--- config.mk ---
export PLATFORM = sky130hd
export DESIGN_NAME = rfifo
export DESIGN_NICKNAME = d
export VERILOG_FILES = /design/src/rtl/rfifo_pkg.sv /design/src/rtl/rfifo_mem.sv /design/src/rtl/rfifo.sv
export SDC_FILE = /design/constraint.sdc
export NUM_CORES = 1
export LEC_CHECK = 0
export BUFFER_PORTS_ARGS = -buffer_cell sky130_fd_sc_hd__buf_4
export CORE_MARGIN = 2
export CORE_UTILIZATION = 53
export CTS_CLUSTER_DIAMETER = 100
export DETAILED_ROUTE_END_ITERATION = 10
export GPL_TIMING_DRIVEN = 0
export HOLD_SLACK_MARGIN = 0.05
export PLACE_DENSITY = 0.91
export SETUP_SLACK_MARGIN = 0.5
export SYNTH_ARGS = -nofsm -noshare
export SYNTH_HDL_FRONTEND = slang
export SYNTH_SLANG_ARGS = --single-unit
--- constraint.sdc ---
create_clock -name clk -period 3.11 [get_ports clk]
set_input_delay 0.1555 -clock clk [delete_from_list [all_inputs] [get_ports clk]]
set_output_delay 0.1555 -clock clk [all_outputs]
set_load 0.01 [all_outputs]
--- src/rtl/rfifo_pkg.sv ---
// Shared sizing helpers for the handshake FIFO family (rfifo and its variants).
package rfifo_pkg;

  // Occupancy counter width: must hold values 0..slots inclusive.
  function automatic int unsigned cnt_width(input int unsigned slots);
    return $clog2(slots + 32'd1);
  endfunction

  function automatic int unsigned ptr_width(input int unsigned slots);
    return (slots > 32'd1) ? $clog2(slots) : 32'd1;
  endfunction

endpackage

--- src/rtl/rfifo_mem.sv ---
// Storage array for rfifo: one synchronous write port, asynchronous read at the head pointer.
module rfifo_mem
  import rfifo_pkg::*;
#(
  parameter int unsigned SLOTS      = 32'd2,
  parameter int unsigned DATA_WIDTH = 32'd32,
  localparam int unsigned PTR_W     = ptr_width(SLOTS)
) (
  input  logic                  clk,
  input  logic                  wr_en,
  input  logic [PTR_W-1:0]      wr_ptr,
  input  logic [DATA_WIDTH-1:0] wr_data,
  input  logic [PTR_W-1:0]      rd_ptr,
  output logic [DATA_WIDTH-1:0] rd_data
);

  logic [DATA_WIDTH-1:0] mem_r [SLOTS];

  // Payload storage is intentionally left unreset; pointers define which entries are live.
  always_ff @(posedge clk) begin
    if (wr_en) begin
      mem_r[wr_ptr] <= wr_data;
    end
  end

  assign rd_data = mem_r[rd_ptr];

endmodule

--- src/rtl/rfifo.sv ---
// Elastic FIFO with transparent forward path (bypass when empty) and ins_ready taken from a flop.
// Optional occupancy port enabled by defining RFIFO_COUNT_EN.
module rfifo
  import rfifo_pkg::*;
#(
  parameter int unsigned SLOTS      = 32'd2,
  parameter int unsigned DATA_WIDTH = 32'd32,
  localparam int unsigned CNT_W     = cnt_width(SLOTS),
  localparam int unsigned PTR_W     = ptr_width(SLOTS)
) (
  input  logic                  clk,
  input  logic                  rst,
  input  logic [DATA_WIDTH-1:0] ins,
  input  logic                  ins_valid,
  output logic                  ins_ready,
  output logic [DATA_WIDTH-1:0] outs,
  output logic                  outs_valid,
  input  logic                  outs_ready
`ifdef RFIFO_COUNT_EN
  ,
  output logic [CNT_W-1:0]      count
`endif
);

  localparam logic [CNT_W-1:0] SLOTS_C  = CNT_W'(SLOTS);
  localparam logic [PTR_W-1:0] PTR_LAST = PTR_W'(SLOTS - 32'd1);

  logic [PTR_W-1:0]      head_r;
  logic [PTR_W-1:0]      tail_r;
  logic [CNT_W-1:0]      cnt_r;
  logic                  ready_r;
  logic                  empty_s;
  logic                  accept_s;
  logic                  push_s;
  logic                  pop_s;
  logic [CNT_W-1:0]      cnt_nxt_s;
  logic [DATA_WIDTH-1:0] rd_data_s;

  // Pointer increment that wraps at SLOTS-1, so non-power-of-2 depths work without masking.
  function automatic logic [PTR_W-1:0] wrap_inc(input logic [PTR_W-1:0] ptr);
    if (ptr == PTR_LAST) begin
      return {PTR_W{1'b0}};
    end else begin
      return ptr + PTR_W'(1'b1);
    end
  endfunction

  assign empty_s  = (cnt_r == {CNT_W{1'b0}});
  assign accept_s = ins_valid & ready_r;
  assign pop_s    = ~empty_s & outs_ready;
  // An empty FIFO with a ready consumer hands the token straight through without storing it.
  assign push_s   = accept_s & ~(empty_s & outs_ready);

  // Next occupancy from the push/pop pair; simultaneous push and pop leave it unchanged.
  always_comb begin
    cnt_nxt_s = cnt_r;
    case ({push_s, pop_s})
      2'b10:   cnt_nxt_s = cnt_r + CNT_W'(1'b1);
      2'b01:   cnt_nxt_s = cnt_r - CNT_W'(1'b1);
      default: cnt_nxt_s = cnt_r;
    endcase
  end

  // Control state; ready is recomputed from next occupancy so no path exists from outs_ready.
  always_ff @(posedge clk) begin
    if (rst) begin
      head_r  <= {PTR_W{1'b0}};
      tail_r  <= {PTR_W{1'b0}};
      cnt_r   <= {CNT_W{1'b0}};
      ready_r <= 1'b1;
    end else begin
      if (push_s) begin
        tail_r <= wrap_inc(tail_r);
      end
      if (pop_s) begin
        head_r <= wrap_inc(head_r);
      end
      cnt_r   <= cnt_nxt_s;
      ready_r <= (cnt_nxt_s < SLOTS_C);
    end
  end

  rfifo_mem #(
    .SLOTS      (SLOTS),
    .DATA_WIDTH (DATA_WIDTH)
  ) u_mem (
    .clk     (clk),
    .wr_en   (push_s),
    .wr_ptr  (tail_r),
    .wr_data (ins),
    .rd_ptr  (head_r),
    .rd_data (rd_data_s)
  );

  assign ins_ready  = ready_r;
  assign outs_valid = ins_valid | ~empty_s;
  assign outs       = empty_s ? ins : rd_data_s;

`ifdef RFIFO_COUNT_EN
  assign count = cnt_r;
`endif

endmodule
# After elaboration in Yosys (flattened, before gate mapping)
# Memory sizes are Yosys's and may differ from the RTL's. A register that Yosys moved wholly into a read port is not among the register bits.
# Index checks and enable logic that the tools add are counted.
# Widths: inputs -> output; s select.
totals:
  out_inout_bits: 34
  rom_bits: 0
  regBits: 5
  wordCells: 28
  ramBits: 64
  inputBits: 36
  latch_bits: 0
  memories: 1
op_classes:
  n_mux: 8
  n_addsub: 4
  n_bitwise: 7
  n_eq_ne: 2
  order_cmp: 1
  div_mod_pow: 0
  n_reduce_logical: 1
  n_shift: 0
  n_mul: 0
mem_list:
  columns: ["memory", "depth", "word_bits", "read_ports", "rd_ports_with_merged_regs", "write_ports", "line", "source"]
  rows:
  - ["u_mem.mem_r", 2, 32, 1, 1, 1, "rfifo_mem.sv:17", "logic [DATA_WIDTH-1:0] mem_r [SLOTS];"]
ops:
  columns: ["op", "n"]
  rows:
  - ["$mux 32", 1]
  - ["$mux 1", 6]
  - ["$and 1x1->1", 4]
  - ["$pmux 2 s2", 1]
  - ["$add 1x1->1 const B", 2]
  - ["$add 2x1->2 const B", 1]
  - ["$eq 2x1->1 const B", 1]
  - ["$eq 2x2->1 const B", 1]
  - ["$logic_not 2->1", 1]
  - ["$lt 2x2->1 const B", 1]
  - ["$not 1->1", 2]
  - ["$sub 2x1->2 const B", 1]
  - ["$or 1x1->1", 1]

# Depth between registers and ports, before layout
depth:
  depth_word: 7
  depth_mapped: 6
  depth_no_buf: 6

# By module
# From an unflattened synthesis, not the netlist that was laid out.
hier_totals:
  cells_unflattened: 163
  hier_area_um2: 3135.5
by_module_without_submodules:
  columns: ["module", "area_per_inst_um2", "instances", "cells_per_inst", "seq_area_each_um2"]
  rows:
  - ["rfifo_mem", 2478.6, 1, 102, 1921.8]
  - ["rfifo", 656.9, 1, 61, 100.1]

# Worst setup path after synthesis
# Ideal clock, no wire load.
synth_path:
  path_type: "register -> register"
  startpoint: "register cnt_r[0]"
  endpoint: "memory u_mem.mem_r[0][0] (netlist bit) (enable)"
  setup_slack_ps: 690
  n_path_buf: 0
  setup_time_ps: 421
  synth_period_minus_slack_ps: 2420
  t_required_ps: 2689
  arrival_time_ps: 1999
  path_stages_with_launch: 4
  path_cell_list: "dfxtp_1 -> or2_4 -> o211ai_4 -> nor2_1"
synth_between:
  elab_chain_len: 6
synth_lines:
  columns: ["element", "line", "source"]
  rows:
  - ["start, declared", "rfifo.sv:30", "logic [CNT_W-1:0] cnt_r;"]
  - ["start signal, assigned", "rfifo.sv:69", "cnt_r <= {CNT_W{1'b0}};"]
  - ["start signal, assigned", "rfifo.sv:78", "cnt_r <= cnt_nxt_s;"]
  - ["$logic_not 2->1", "rfifo.sv:48", "assign empty_s = (cnt_r == {CNT_W{1'b0}});"]
  - ["$and 1x1->1", "rfifo.sv:52", "assign push_s = accept_s & ~(empty_s & outs_ready);"]
  - ["$not 1->1", "rfifo.sv:52", null]
  - ["$and 1x1->1", "rfifo.sv:52", null]
  - ["$mux 1", "rfifo_mem.sv:21", "if (wr_en) begin"]
  - ["$mux 1 (not written as such)", "rfifo_mem.sv:22", "mem_r[wr_ptr] <= wr_data;"]
  - ["end, declared", "rfifo_mem.sv:17", null]
# No other way between the ends.

==> results.py <==
metrics = {
    "sta": {
        "max_freq_mhz": 522,
        "relSlewSlack": 0.362,
        "skew_ns": 0.0102,
        "fin_crit_ns": 1.91,
        "tns_ns": 0,
        "fin_crit_sh": 0.616,
        "rsz0062_at_grt": "no",
        "setup_viol": 0,
        "tightest_slew_ns": 0.955,
        "hold_viol_final": 0,
        "slew_viol_final": 0,
        "fin_ws_ns": 1.20,
        "holdWs_ns": 0.245,
    },
    "finish": {
        "layout.cells.non_filler": 389,
        "nets": 351,
        "diodes": 0,
        "drive_above_1_share": 0.320,
        "final_cell_mix": "70 x buf_4, 64 x edfxtp_1, 39 x nor2_1",
        "regArea_sq_um": 2040,
        "stdcell_area_sq_um": 4090,
        "syn_to_final_growth_pct": 40.3,
        "fin_util": 0.785,
        "layout_commonest_cell": "buf_4",
        "multi_input_area_sq_um": 773,
        "fillers": 310,
    },
    "power_and_ir_drop": {
        "p_switching_mw": 1.34,
        "p_int_mw": 2.53,
        "ir_drop_mv": 0.681,
        "pwr-share-seq": 0.335,
        "p_leak_nw": 1.55,
        "finalPower_mw": 3.87,
        "power.density_nw_per_um2": 948,
        "p_comb_frac": 0.466,
        "p_sw_frac": 0.346,
        "p_clk_frac": 0.199,
    },
    "die": {
        "die_area_sq_um": 6110,
        "rows": 26,
        "die_x_microns": 78.1,
        "pin_count": 70,
        "core_sq_um": 5200,
        "die_height_microns": 78.1,
        "initial_core_util": 0.560,
    },
    "clock_tree": {
        "cts_buffers": 9,
        "clock-sinks": 70,
        "clkTransAtPathRegs_ns": 0.07,
        "clockBufferDepth": 2,
        "cts-root-buf": "clkbuf_8",
        "cts_setup_buffers": 0,
        "htree_num_levels": 3,
        "cts_tree": "done",
        "cts_resized": 0,
        "clock_latency_ns": 0.33,
    },
    "synthesis": {
        "syn_nets": 238,
        "netlist_area_sq_um": 2910,
        "ys_ff_latch": 70,
        "synth_warnings": 0,
        "ys_seq_area_frac": 0.701,
        "synthCells": 201,
        "syn_area_per_cell_sq_um": 14.5,
        "ys_types": 19,
    },
    "routing": {
        "avgViaCountPerCell": 5.08,
        "wl_met3_microns": 254,
        "detailedRoute.firstIterationViolations": 84,
        "totalWireLength_mm": 6.18,
        "dr.pass1.iters": 4,
        "wl_per_cell_microns": 15.9,
        "met2_length_mm": 3.33,
        "route.detailed.drc": 0,
        "ant_nets": 0,
        "routed.top_layer": "met4",
        "via_count": 1976,
        "wirelength_met1_mm": 2.45,
    },
    "global_route": {
        "grt_usage": 0.214,
        "grt_overflow": 0,
        "grt_max_degree": 33,
        "antenna_found_initial": 0,
        "grt_pass1_vias": 2057,
        "grt_pass1_wl_mm": 9.72,
    },
    "placement": {
        "placed_area_sq_um": 3530,
        "dp_hpwl_mm": 3.42,
        "post-place-ws_ns": 1.22,
        "place.gp.congestion": 0.721,
        "port_buffers": 69,
        "dp.cells": 340,
    },
    "critical_path": {
        "crit_path_start_kind": "flip-flop",
        "crit_path_max_incr_delay_ns": 0.37,
        "cp-end-kind": "flip-flop",
        "path_cells": "or2_4 -> o211ai_4 -> ha_1 -> nor2_1 -> mux2_2",
        "crit_required_ns": 3.34,
        "worst_path_max_delay_cell": "dfxtp_1",
        "path_class": "reg2reg",
        "cp_max_fo": 5,
        "cp.arrival_ns": 2.14,
    },
    "run": {
        "maxCapViolations": 0,
    },
    "outcome": {
        "status": "finished, final reports clean",
    },
    "hold_path": {
        "hold_path.class": "in2reg",
    },
}
power groups by stage:
stage               registers (mW)  logic (mW)  clock network, mW
finish                        1.30        1.81              0.771
global route                  1.31        1.96              0.816
CTS                           1.30        1.79              0.775
detailed placement            1.31        1.74                  0
global placement              1.31        1.70                  0
floorplan                     1.30        1.05                  0
layer usage:
| metal | vias to the layer above | global-route usage |
|---|---|---|
| met3 | 11 | 0.0437 |
| met1 | 936 | 0.238 |
| met4 | 0 | 0.102 |
| li1 | 957 | - |
| met2 | 72 | 0.392 |
| met5 | - | 0 |
layout make-up:
| class | instances | share of cell area |
|---|---|---|
| timing repair buffer | 102 | 0.208 |
| sequential | 70 | 0.500 |
| buffer | 11 | 0.0248 |
| inverter | 3 | 0.00275 |
| tap | 70 | 0.0214 |
| multi-input combinational | 117 | 0.189 |
| clock buffer | 15 | 0.0536 |
| clock inverter | 1 | 0.00122 |
cell families after synthesis:
logic type,share of synthesized area
xor gates and xnor gates,0.00902
muxes,0.122
AOI/OAI and AO/OA,0.0640
adders and majority gates,0.00429
and+or+nand+nor,0.0606
buffers and inverters,0.0387
DFF,0.701
what timing repair did:
item                       CTS  global route
setup endpoints to repair    0             0
hold buffers                33             0
hold endpoints to repair    67             0
final timing paths:
kind,startpoint,end,slack (ns),cells after the start
max,cnt_r[0],flip-flop,1.20,5
min,outs_ready,head_r,0.25,4
max reg2reg,cnt_r[0],flip-flop,1.20,5
min reg2reg,head_r,head_r,0.51,2
critical path, delay by kind of cell, from the launching register on:
family                   cells  cell delay, ns
multiplexers                 1            0.36
AO/OA/AOI/OAI                1            0.29
AND/OR/NAND/NOR              2            0.49
adder cells (fa/ha/maj)      1            0.31
flip-flops                   1            0.37
synthesized netlist by cell type:
cell,instances,area share
buf_6,7,0.027
inv_1,3,0.0039
nor2_1,41,0.053
xnor2_1,1,0.0030
a21oi_1,32,0.055
mux2_2,1,0.0039
or2_4,1,0.0030
buf_2,3,0.0052
or3_2,1,0.0026
buf_4,1,0.0026
ha_1,1,0.0043
mux2_4,1,0.0052
nor2b_1,1,0.0021
o21ai_0,1,0.0017
o211ai_4,1,0.0073
dfxtp_1,6,0.041
mux2i_1,33,0.11
edfxtp_1,64,0.66
xor2_1,2,0.0060
registers in the layout, indices dropped and copies added (netlist names), named ones only:
name,count
tail_r,1
u_mem.mem_r,64
ins_ready,1
cnt_r,1
head_r,1
Power figures use the tool's default switching activity.
